$ cat config.mk
export PLATFORM = sky130hd
export DESIGN_NAME = dsp_mac_sequencer
export DESIGN_NICKNAME = d
export VERILOG_FILES = /design/src/rtl/dsp_mac_sequencer.sv
export SDC_FILE = /design/constraint.sdc
export NUM_CORES = 1
export LEC_CHECK = 0
export BUFFER_PORTS_ARGS = -buffer_cell sky130_fd_sc_hd__buf_4
export CAP_MARGIN = 25
export CORE_MARGIN = 5
export CORE_UTILIZATION = 40
export CTS_CLUSTER_DIAMETER = 30
export DETAILED_ROUTE_END_ITERATION = 8
export HOLD_SLACK_MARGIN = 0.03
export PLACE_DENSITY = 0.76
export SKIP_LAST_GASP = 1
export SLEW_MARGIN = 20
export SYNTH_ARGS = -nofsm -noshare
export SYNTH_HDL_FRONTEND = slang
export SYNTH_SLANG_ARGS = --single-unit
export TNS_END_PERCENT = 10
$ cat constraint.sdc
create_clock -name clk -period 2.85 [get_ports clk]
set_clock_uncertainty 0.05 [all_clocks]
set_input_delay 0.1425 -clock clk [delete_from_list [all_inputs] [get_ports clk]]
set_output_delay 0.1425 -clock clk [all_outputs]
set_load 0.01 [all_outputs]
$ cat src/rtl/dsp_mac_sequencer.sv
// dsp_mac_sequencer
//   Feeds a DSP48A1 slice (A0/A1/B0/B1/M/P/OPMODE registered) so that it
//   accumulates N_TERMS unsigned 18x18 products per group. It tracks the
//   slice pipeline and hands the finished sum out on a valid/ready stream.
//
// Ports
//   clk, rst_n           clock; synchronous active-low reset
//   s_valid/s_ready      input term handshake
//   s_sample, s_coef     18-bit unsigned operands (slice A / B)
//   dsp_a, dsp_b, dsp_d  slice operand inputs (D tied to 0)
//   dsp_opmode           slice OPMODE (01: P=M, 09: P=P+M)
//   dsp_ce, dsp_rst      slice clock enable (always 1) and reset (high)
//   dsp_p                slice P output
//   m_valid/m_ready      result handshake
//   m_data               48-bit accumulated sum, held until the next capture
module dsp_mac_sequencer #(
    parameter int N_TERMS = 8,
    parameter int DSP_LAT = 4,
    parameter int OP_SKEW = 2
) (
    input  logic        clk,
    input  logic        rst_n,
    input  logic        s_valid,
    output logic        s_ready,
    input  logic [17:0] s_sample,
    input  logic [17:0] s_coef,
    output logic [17:0] dsp_a,
    output logic [17:0] dsp_b,
    output logic [17:0] dsp_d,
    output logic [7:0]  dsp_opmode,
    output logic        dsp_ce,
    output logic        dsp_rst,
    input  logic [47:0] dsp_p,
    output logic        m_valid,
    input  logic        m_ready,
    output logic [47:0] m_data
);
    localparam int CW = (N_TERMS > 1) ? $clog2(N_TERMS) : 1;
    localparam int IW = $clog2(DSP_LAT + 1) + 1;
    localparam logic [CW-1:0] LAST_CNT = CW'(N_TERMS - 1);
    localparam logic [7:0] OP_FIRST = 8'h01;   // X=M, Z=0
    localparam logic [7:0] OP_ACC   = 8'h09;   // X=M, Z=P

    typedef enum logic {ST_INIT, ST_RUN} state_t;

    state_t                 r_state, w_state_nxt;
    logic [IW-1:0]          r_init_cnt;
    logic [CW-1:0]          r_cnt;
    logic [17:0]            r_a, r_b;
    logic [OP_SKEW:0][7:0]  r_op_pipe;
    logic [DSP_LAT:0]       r_last_pipe;
    logic                   r_m_valid;
    logic [47:0]            r_m_data;

    logic       w_run;
    logic       w_hs;
    logic       w_is_last;
    logic       w_last_inflight;
    logic [7:0] w_tag;

    // ---------------- control FSM ----------------
    always_ff @(posedge clk) begin
        if (!rst_n) r_state <= ST_INIT;
        else        r_state <= w_state_nxt;
    end

    always_comb begin
        w_state_nxt = r_state;
        w_run       = 1'b0;
        dsp_rst     = 1'b0;
        case (r_state)
            ST_INIT: begin
                dsp_rst = 1'b1;
                // DSP_LAT+1 flush cycles clear every slice register stage
                if (r_init_cnt == IW'(DSP_LAT)) w_state_nxt = ST_RUN;
            end
            ST_RUN:  w_run = 1'b1;
            default: w_state_nxt = ST_INIT;
        endcase
    end

    // ---------------- handshake / backpressure ----------------
    // Only the last term of a group is held back: it may not start until
    // the output buffer is empty and no earlier result is still in flight,
    // so a capture can never overwrite an unread sum.
    assign w_is_last       = (r_cnt == LAST_CNT);
    assign w_last_inflight = |r_last_pipe;
    assign s_ready         = w_run && !(w_is_last && (r_m_valid || w_last_inflight));
    assign w_hs            = s_valid && s_ready;

    // Bubbles still carry the accumulate tag so they add a zero product.
    assign w_tag = !w_run                    ? 8'h00    :
                   (w_hs && r_cnt == '0)     ? OP_FIRST : OP_ACC;

    // ---------------- datapath ----------------
    always_ff @(posedge clk) begin
        if (!rst_n) begin
            r_init_cnt  <= '0;
            r_cnt       <= '0;
            r_a         <= '0;
            r_b         <= '0;
            r_op_pipe   <= '0;
            r_last_pipe <= '0;
            r_m_valid   <= 1'b0;
            r_m_data    <= '0;
        end else begin
            if (r_state == ST_INIT) r_init_cnt <= r_init_cnt + 1'b1;

            r_a <= w_hs ? s_sample : '0;
            r_b <= w_hs ? s_coef   : '0;

            // OPMODE lags its operands by OP_SKEW so it meets the product
            // at the slice post-adder.
            r_op_pipe[0] <= w_tag;
            for (int i = 1; i <= OP_SKEW; i++) r_op_pipe[i] <= r_op_pipe[i-1];

            // Last-term marker follows the term through the slice; when it
            // falls out the end the group's sum is sitting on dsp_p.
            r_last_pipe[0] <= w_hs && w_is_last;
            for (int i = 1; i <= DSP_LAT; i++) r_last_pipe[i] <= r_last_pipe[i-1];

            if (w_hs) r_cnt <= w_is_last ? '0 : r_cnt + 1'b1;

            if (r_last_pipe[DSP_LAT]) begin
                r_m_valid <= 1'b1;
                r_m_data  <= dsp_p;
            end else if (r_m_valid && m_ready) begin
                r_m_valid <= 1'b0;
            end
        end
    end

    assign dsp_a      = r_a;
    assign dsp_b      = r_b;
    assign dsp_d      = '0;
    assign dsp_ce     = 1'b1;
    assign dsp_opmode = r_op_pipe[OP_SKEW];
    assign m_valid    = r_m_valid;
    assign m_data     = r_m_data;

endmodule

==> qor.yml, run 1 <==
status: "complete, no violations"
slew_violations: 0
die_w_um: 106
worstMarginPinSlew_ns: 0.792
swShare_pct: 23.5
cts_tree: "done"
synth_edf_count: 0
core-area_um2: 9150
dp_hpwl_um: 6330
fin_tns_setup_ns: 0
async_reset_ff_share_pct: 0
vias: 3202
grt_usage_pct: 17.0
cts_setup_buffers: 0
finalWirelength_um: 9950
grt_max_degree: 56
fp.dieH_um: 106
hp-class: "primary input to flip-flop"
fp.dieArea_um2: 11300
insertedDiodeCount: 0
synthCells: 375
p_int_w: 0.00207
placedInstanceArea_um2: 5020
wl_per_cell_um: 13.4
cp_slowest_cell: "buf_4"
power_w: 0.00270
start_kind: "flip-flop"
slew-limit-headroom_pct: 47.2
n_fill_cell: 682
synthTopCellsByArea: "dfxtp_1 (56%), mux2i_1 (14%), nor2_1 (5.7%)"
port_buffers: 176
rows: 35
clk_latency_ns: 0.36
power_switching_w: 0.000634
end_kind: "flip-flop"
peakVddDrop_v: 0.000239
syn_to_final_growth_pct: 63.1
dpl_worst_slack_ns: 0.898
setup.worst_path.start: "r_cnt[0]"
max_stage_delay_ns: 0.38
numCtsBuffers: 9
path_clk_slew_ns: 0.09
critPathMaxFanout: 29
drt_iter0_markers: 99
hold_viol: 0
crit_arrival_ns: 2.20
clockPowerShare_pct: 33.5
powerDensity_nw_per_um2: 446
syn-cell-area_um2: 3720
worst_r2r_startpoint: "r_cnt[0]"
synth-seq-area-share_pct: 56.0
clock.fmax_ghz: 0.511
h-tree-depth: 3
drive_above_1_share_pct: 31.6
drc: 0
drtPass1Iterations: 4
finalSetupViolations: 0
vias_per_cell: 4.33
ys_types: 26
ys.flop_type: "dfxtp_1"
cts_root_buffer: "clkbuf_8"
min-delay-start: "m_ready"
drv_cap: 0
final_nets: 718
p_leak_nw: 2.84
crit_top_cell: "ha_1"
grt_pass1_wl_um: 15600
pin_count: 202
synthTopCellsByCount: "dfxtp_1 (104), nor2_1 (56), mux2i_1 (51), inv_1 (43), nor3_1 (36)"
crit_chain: "ha_1 > ha_1 > and3b_1 > a41oi_4 > buf_4 > mux2i_1"
grt_pass1_vias: 3273
comb_power_share_pct: 11.6
p_seq_share_pct: 54.9
final.period_utilization_pct: 68.7
gp_congestion: 0.763
worstPathRequired_ns: 3.09
final_cell_area_um2: 6060
ys_warn_count: 0
cts.sinks: 104
period_needed_ns: 1.96
yosys.area.top_type_share_pct: 56.0
crit_type: "flip-flop to flip-flop"
yosysMostFrequentCell: "dfxtp_1"
rsz0062_at_grt: "no"
ant_nets: 0
overflow: 0
start_util_pct: 40.6
antenna_found_initial: 0
avgSynthCellArea_um2: 9.92
netlist.top_cell.by_area: "dfxtp_1"
clock_path_buffers: 2
setup_slack_ns: 0.893
whs_ns: 0.0561
ys_ff_latch: 104
worst paths after layout:
path	end	slack, ns	cells after the start
max	r_cnt[2]	0.89	6
min	m_valid	0.06	4
max reg2reg	r_cnt[2]	0.89	6
min reg2reg	r_op_pipe[8]	0.39	1
registers in the layout (all words and copies together), names as in the netlist:
name,count
dsp_a,18
dsp_b,18
dsp_opmode,2
m_data,48
m_valid,1
r_cnt,3
r_init_cnt,4
r_last_pipe,5
r_op_pipe,4
r_state,1
final cells by class:
cell class | instances | area, µm² | share of cell area (%)
clock buffers | 9 | 124 | 2.04
inverters | 44 | 165 | 2.72
multi-input cells | 202 | 1280 | 21.1
repair buffers | 264 | 2210 | 36.4
flip-flops and latches | 104 | 2080 | 34.4
well taps | 111 | 139 | 2.29
clock inverters | 6 | 67.6 | 1.11
per-layer routing:
metal	wire [µm]	vias to the layer above	track usage [%]	share of wire (%)
met4	121	0	5.84	1.2
met5	0	-	0	0
met3	861	11	5.59	8.7
met2	4980	128	30.2	50
li1	-	1626	-	-
met1	3980	1437	18.9	40
worst max-delay path, delay by kind of cell, from the launching register on:
kind                     cells  cell delay, ns
AO/OA/AOI/OAI                1            0.35
adder cells (fa/ha/maj)      2            0.33
buffers and inverters        1            0.38
flip-flops                   1            0.36
multiplexers                 1            0.21
AND/OR/NAND/NOR              1            0.22
power by group through the flow:
stage | clock, W | combinational (W) | sequential (W)
after floorplan | 0 | 0.000110 | 0.00152
after global placement | 0 | 0.000209 | 0.00152
after detailed placement | 0 | 0.000215 | 0.00152
after CTS | 0.000928 | 0.000310 | 0.00148
after global routing | 0.000990 | 0.000341 | 0.00149
final | 0.000906 | 0.000314 | 0.00148
through the flow:
| stage | utilization, % | cells |
|---|---|---|
| floorplan | - | 398 |
| global placement | 54.9 | 640 |
| detailed placement | 54.9 | 640 |
| CTS | 66.2 | 740 |
| global route | 66.2 | 740 |
| finish | 66.2 | 740 |
cells by family (layout without fill, tap and decap cells):
logic type | after synthesis | count (layout) | share of synthesized area, %
buffers and inverters | 92 | 323 | 12.3
muxes | 51 | 51 | 13.7
xor gates and xnor gates | 3 | 3 | 0.707
AOI/OAI and AO/OA | 6 | 6 | 1.31
DFF | 104 | 104 | 56.0
and+or+nand+nor | 112 | 112 | 14.1
adders and majority gates | 5 | 5 | 1.68
other | 2 | 25 | 0.202
what timing repair did:
item,in CTS,in global routing
resized for setup,0,0
endpoints found under the hold margin,85,0
hold buffers,85,0
endpoints found under the setup margin,0,0
cells in the final DEF (no fill, tap or decap), drive strengths merged, types with 2 or more instances in the layout:
master and count:
a21oi 3, and2 8, buf 179, clkbuf 9, clkinvlp 2, conb 25, dfxtp 104, dlygate4sd3 85
ha 5, inv 46, mux2i 51, nand2 5, nor2 56, nor3 36, xor2 2
(Power assumes the default switching activity.)
==> run 2: changes to the inputs <==
- ABC_AREA: not set -> 1
- clock period: 2.85 -> 1.87 ns (I/O delays scaled with it)
==> run 2 against run 1 <==
Against the previous run: power increased by 46%; non-clock buffer count unchanged; combinational power increased by 40%; via count increased by 12%; die area decreased by 0.64%; critical endpoint is now dsp_b[6]; worst hold slack improved by 0.0058 ns; critical path depth decreased by 1.
==> qor.yml, run 2 <==
min-delay-start: "s_valid"
slew-limit-headroom_pct: 65.5  # +18 points
cts_setup_buffers: 0  # unchanged
layout_common_cells: "buf_4 (178), nor2_1 (129), dfxtp_1 (104), dlygate4sd3_1 (85), inv_1 (59)"
synthCells: 447  # +19%
ctsResizeCount: 0  # unchanged
power_switching_w: 0.000944  # +49%
clock_path_buffers: 2  # unchanged
ys_ff_latch: 104  # unchanged
swShare_pct: 23.9  # +0.42 points
clock.fmax_ghz: 0.554  # +8.5%
vias: 3593  # +12%
whs_ns: 0.0620  # +0.00584 ns
h-tree-depth: 3  # unchanged
n_fill_cell: 685  # +0.44%
gp_congestion: 0.740  # -3.1%
avgSynthCellArea_um2: 8.26  # -17%
drtPass1Iterations: 4  # unchanged
r2r_end: "dsp_b[6]"
path_clk_slew_ns: 0.10  # about the same
clk_latency_ns: 0.35  # about the same
ys_types: 22  # -15%
grt_max_degree: 51  # -8.9%
syn-cell-area_um2: 3690  # -0.71%
drc: 0  # unchanged
cts.sinks: 104  # unchanged
drv_cap: 0  # unchanged
p_seq_share_pct: 56.9  # +2.0 points
rows: 35  # unchanged
crit_type: "flip-flop to flip-flop"
cp-endpoint: "dsp_b[6]"
die_w_um: 106  # -0.32%
core-area_um2: 9110  # -0.48%
ant_nets: 0  # unchanged
finalWirelength_um: 11100  # +12%
grt_pass1_vias: 3862  # +18%
synth-seq-area-share_pct: 56.4  # +0.40 points
powerDensity_nw_per_um2: 660  # +48%
fp.dieH_um: 106  # -0.32%
worstPathRequired_ns: 2.09  # -1.00 ns
insertedDiodeCount: 0  # unchanged
period_needed_ns: 1.80  # -0.153 ns
wl_per_cell_um: 13.7  # +1.8%
ys.flop_type: "dfxtp_1"
numCtsBuffers: 9  # unchanged
fp.dieArea_um2: 11300  # -0.64%
final_cell_area_um2: 5990  # -1.2%
drive_above_1_share_pct: 29.6  # -2.0 points
status: "complete, no violations"
start_kind: "flip-flop"
start_util_pct: 40.5  # -0.093 points
grt_usage_pct: 19.8  # +2.8 points
pin_count: 202  # unchanged
cp_slowest_cell: "nand3_4"
synth_edf_count: 0  # unchanged
yosys.area.top_type_share_pct: 56.4  # +0.40 points
drt_iter0_markers: 123  # +24%
end_kind: "flip-flop"
r2r_setup_slack_ns: 0.07  # -0.83 ns
antenna_found_initial: 0  # unchanged
largest_register_ffs: 48  # unchanged
crit_chain: "ha_1 > ha_1 > a21oi_4 > nand3_4 > nor2_1"
met2_usage_pct: 37.2  # +7.0 points
cts_root_buffer: "clkbuf_8"
finalSetupViolations: 0  # unchanged
p_leak_nw: 3.14  # +10%
max_stage_delay_ns: 0.40  # +0.02 ns
crit_top_cell: "ha_1"
syn_to_final_growth_pct: 62.3
worstMarginPinSlew_ns: 0.518  # -0.273 ns
cts_tree: "done"
dp_hpwl_um: 6700  # +5.9%
netlist.top_cell.by_area: "dfxtp_1"
comb_power_share_pct: 11.1  # -0.5 points
p_int_w: 0.00301  # +45%
slew_violations: 0  # unchanged
hold_viol: 0  # unchanged
critPathMaxFanout: 37  # +28%
mostFrequentLayoutCell: "buf_4"
synthTopCellsByCount: "nor2_1 (129), dfxtp_1 (104), inv_1 (59), o21ai_0 (53), buf_4 (28)"
grt_use_met3_pct: 5.10  # -0.49 points
vias_per_cell: 4.42  # +2.1%
fin_tns_setup_ns: 0  # unchanged
rr_worst_depth: 5  # -1
rsz0062_at_grt: "yes"
synthTopCellsByArea: "dfxtp_1 (56%), nor2_1 (13%), o21ai_0 (7.2%)"
globalRoute.busiestLayer: "met2"
overflow: 0  # unchanged
min_path_cells: 4  # unchanged
peakVddDrop_v: 0.000395  # +66%
final_nets: 790  # +10%
hp-class: "primary input to flip-flop"
port_buffers: 176  # unchanged
yosysMostFrequentCell: "nor2_1"
ys_warn_count: 0  # unchanged
setup.worst_path.start: "r_cnt[0]"
final.period_utilization_pct: 96.4  # +28 points
async_reset_ff_share_pct: 0  # unchanged
crit_arrival_ns: 2.02  # -0.18 ns
clockPowerShare_pct: 32.0  # -1.5 points
grt_pass1_wl_um: 17900  # +15%
worst_r2r_startpoint: "r_cnt[0]"
placedInstanceArea_um2: 4960  # -1.2%
grtUsageMet1_pct: 19.8  # +0.86 points
run 2: worst min-delay path by stage:
stage                          end
after floorplan            m_valid
after global placement     m_valid
after detailed placement   m_valid
after CTS                 r_cnt[2]
after global routing      r_cnt[0]
final                     r_cnt[2]
run 2: power groups by stage:
stage	logic [W]	clock network [W]	registers (W)
6_report	0.000440	0.00127	0.00225
5_1_grt	0.000481	0.00140	0.00225
4_1_cts	0.000428	0.00133	0.00225
3_5_place_dp	0.000283	0	0.00230
3_3_place_gp	0.000275	0	0.00230
2_1_floorplan	0.000149	0	0.00230
run 2: kinds of logic (layout without fill, tap and decap cells):
kind of cell	after synthesis	in the layout	share of synthesized area, %
and+or+nand+nor	168	168	18.6
other	2	25	0.203
AOI/OAI and AO/OA	60	60	8.51
buffers and inverters	108	340	14.6
DFF	104	104	56.4
adders and majority gates	5	5	1.69
run 2: final cells by class:
cell class	instances	area (µm²)	area share (%)
flip-flops and latches	104	2080	34.8
clock inverters	6	52.6	0.877
multi-input cells	258	1160	19.3
clock buffers	10	128	2.13
repair buffers	264	2210	36.8
well taps	111	139	2.32
inverters	60	225	3.76
run 2: repair_timing:
item / CTS / global route
endpoints found under the hold margin: 85 / 0
hold buffers: 85 / 0
setup endpoints to repair: 0 / 15
run 2: stage by stage:
stage / std cells / worst slack [ns] / total power (W) / utilization (%)
floorplan: 470 / 0.446 / 0.00245 / -
global placement: 712 / 0.210 / 0.00257 / 54.5
detailed placement: 712 / 0.101 / 0.00258 / 54.5
CTS: 813 / 0.0955 / 0.00400 / 65.8
global route: 813 / -0.0677 / 0.00414 / 65.8
finish: 813 / 0.0665 / 0.00395 / 65.8
run 2: worst max-delay path, delay by kind of cell, from the launching register on:
family	cells	cell delay, ns
simple gates	2	0.66
fa+ha+maj	2	0.45
flops	1	0.35
compound gates	1	0.20
run 2: layer usage:
metal  routed length, µm  share of wire, %  vias up
met5                   0                 0        -
met3                 730               6.6       26
met4                 316               2.8        0
li1                    -                 -     1795
met2                6120                55      134
met1                3970                36     1638
==> run 3: changes to the inputs <==
--- a/config.mk
+++ b/config.mk
@@ -17,3 +17,2 @@
 export SKIP_LAST_GASP = 1
-export SLEW_MARGIN = 20
 export SYNTH_ARGS = -nofsm -noshare
==> constraint.sdc (replaced) <==
create_clock -name clk -period 1.87 [get_ports clk]
set_clock_uncertainty 0.05 [all_clocks]
set_input_delay 0.187 -clock clk [delete_from_list [all_inputs] [get_ports clk]]
set_output_delay 0.187 -clock clk [all_outputs]
set_load 0.01 [all_outputs]
==> run 3 against run 2 <==
Against the previous run: routed wire length shrank 1.2%; via count down 0.56%; sequential share of layout area unchanged; critical path depth is the same; critical path type unchanged; largest power group unchanged; highest routed layer unchanged.
==> qor.yml, run 3 (synthesis gave the netlist of run 2 again) <==
status: "complete, no violations"
path_clk_slew_ns: 0.10  # about the same
final_nets: 790  # unchanged
grt_usage_pct: 19.0  # -0.72 points
place_inst: 712  # unchanged
syn_to_final_growth_pct: 62.3  # unchanged
h-tree-depth: 3  # unchanged
wl_per_cell_um: 13.5  # -1.2%
slew_violations: 0  # unchanged
dpl_worst_slack_ns: 0.115  # +0.0131 ns
clock.fmax_ghz: 0.545  # -1.8%
r2r_setup_slack_ns: 0.03  # -0.03 ns
power_w: 0.00397  # +0.43%
clk_latency_ns: 0.35  # about the same
drv_cap: 0  # unchanged
crit_top_cell: "ha_1"
rows: 35  # unchanged
hp-class: "primary input to flip-flop"
dp_hpwl_um: 6590  # -1.6%
finalNonFillerCells: 813  # unchanged
p_leak_nw: 3.14  # -0.12%
drt_iter0_markers: 115  # -6.5%
finalSetupViolations: 0  # unchanged
min_path_cells: 3  # -1
antenna_found_initial: 0  # unchanged
largest_register_ffs: 48  # unchanged
vias: 3573  # -0.56%
min-delay-start: "dsp_p[43]"
mostFrequentLayoutCell: "buf_4"
insertedDiodeCount: 0  # unchanged
hold_viol: 0  # unchanged
final.period_utilization_pct: 98.2  # +1.8 points
layout_common_cells: "buf_4 (178), nor2_1 (129), dfxtp_1 (104), dlygate4sd3_1 (84), inv_1 (59)"
r2r_end: "dsp_b[15]"
holdPathEnd: "m_data[43]"
cts_root_buffer: "clkbuf_8"
crit_type: "flip-flop to flip-flop"
finalWirelength_um: 11000  # -1.2%
cts_setup_buffers: 0  # unchanged
cts_tree: "done"
peakVddDrop_v: 0.000363  # -8.2%
drive_above_1_share_pct: 29.8  # +0.14 points
fp.dieArea_um2: 11300  # unchanged
overflow: 0  # unchanged
crit_arrival_ns: 2.06  # +0.04 ns
rr_worst_depth: 5  # unchanged
setup_slack_ns: 0.0336  # -0.0329 ns
drtPass1Iterations: 5  # +1
worstPathRequired_ns: 2.10  # about the same
ctsResizeCount: 0  # unchanged
numCtsBuffers: 9  # unchanged
cp_slowest_cell: "nand3_2"
core-area_um2: 9110  # unchanged
end_kind: "flip-flop"
start_kind: "flip-flop"
n_fill_cell: 695  # +1.5%
clock_path_buffers: 2  # unchanged
powerDensity_nw_per_um2: 663  # +0.43%
period_needed_ns: 1.84  # +0.0329 ns
placedInstanceArea_um2: 4960  # unchanged
die_w_um: 106  # unchanged
ant_nets: 0  # unchanged
drc: 0  # unchanged
worst_r2r_startpoint: "r_cnt[0]"
vias_per_cell: 4.39  # -0.56%
gp_congestion: 0.735  # -0.74%
grt_pass1_vias: 3724  # -3.6%
cts.sinks: 104  # unchanged
start_util_pct: 40.5  # unchanged
rsz0062_at_grt: "yes"
crit_chain: "ha_1 > ha_1 > a21oi_4 > nand3_2 > nor2_1"
grt_max_degree: 51  # unchanged
fp.dieH_um: 106  # unchanged
port_buffers: 176  # unchanged
critPathMaxFanout: 18  # -51%
grt_pass1_wl_um: 17300  # -3.3%
max_stage_delay_ns: 0.45  # +0.05 ns
whs_ns: 0.0560  # -0.00596 ns
pin_count: 202  # unchanged
final_cell_area_um2: 5990  # unchanged
==> run 3: cell types whose count changed in the layout (fill, tap and decap cells not counted), sizes merged <==
| cell | previous run | this run |
|---|---|---|
| nand3 | 4 | 5 |
| dlygate4sd3 | 85 | 84 |
==> run 3: worst max-delay path, delay by kind of cell, from the launching register on <==
kind,cells,cell delay [ns]
and+or+nand+nor,2,0.67
adders and majority gates,2,0.44
DFF,1,0.34
AOI/OAI and AO/OA,1,0.27
==> run 3: per-stage QoR <==
stage          TNS, ns  utilization [%]
3_5_place_dp         0             54.5
5_1_grt         -0.725             65.8
4_1_cts              0             65.7
6_report             0             65.8
2_1_floorplan        0                -
3_3_place_gp         0             54.5
==> run 3: layout make-up <==
class	instances	area, µm²	share of cell area [%]
multi-input combinational	259	1170	19.5
inverter	60	225	3.76
sequential	104	2080	34.8
clock buffer	10	128	2.13
timing repair buffer	263	2200	36.7
tap	111	139	2.32
clock inverter	6	52.6	0.877
==> run 3: where the power goes <==
| part | total, W | internal (W) | switching (W) | leakage, nW |
|---|---|---|---|---|
| Sequential | 0.00225 | 0.00224 | 0.0000126 | 0.838 |
| Combinational | 0.000441 | 0.000270 | 0.000171 | 2.21 |
| Clock | 0.00128 | 0.000504 | 0.000778 | 0.0850 |
==> run 3: worst max path at each step <==
stage,start,slack (ns),endpoint
finish,r_cnt[0],0.03,dsp_b[15]
global route,r_cnt[0],-0.06,dsp_b[4]
CTS,r_cnt[0],0.10,dsp_b[11]
detailed placement,r_cnt[0],0.11,dsp_b[11]
global placement,r_cnt[0],0.22,dsp_a[15]
floorplan,r_cnt[0],0.45,dsp_a[10]
==> run 3: layer usage <==
metal	share of wire, %	GRT usage [%]
met2	54	36.5
met4	3.4	9.25
met5	0	0
met1	36	18.9
met3	6.0	4.86
==> run 3: what timing repair did <==
action                                  4_1_cts  5_1_grt
hold buffers                                 84        0
endpoints found under the setup margin        0        5
endpoints found under the hold margin        84        0
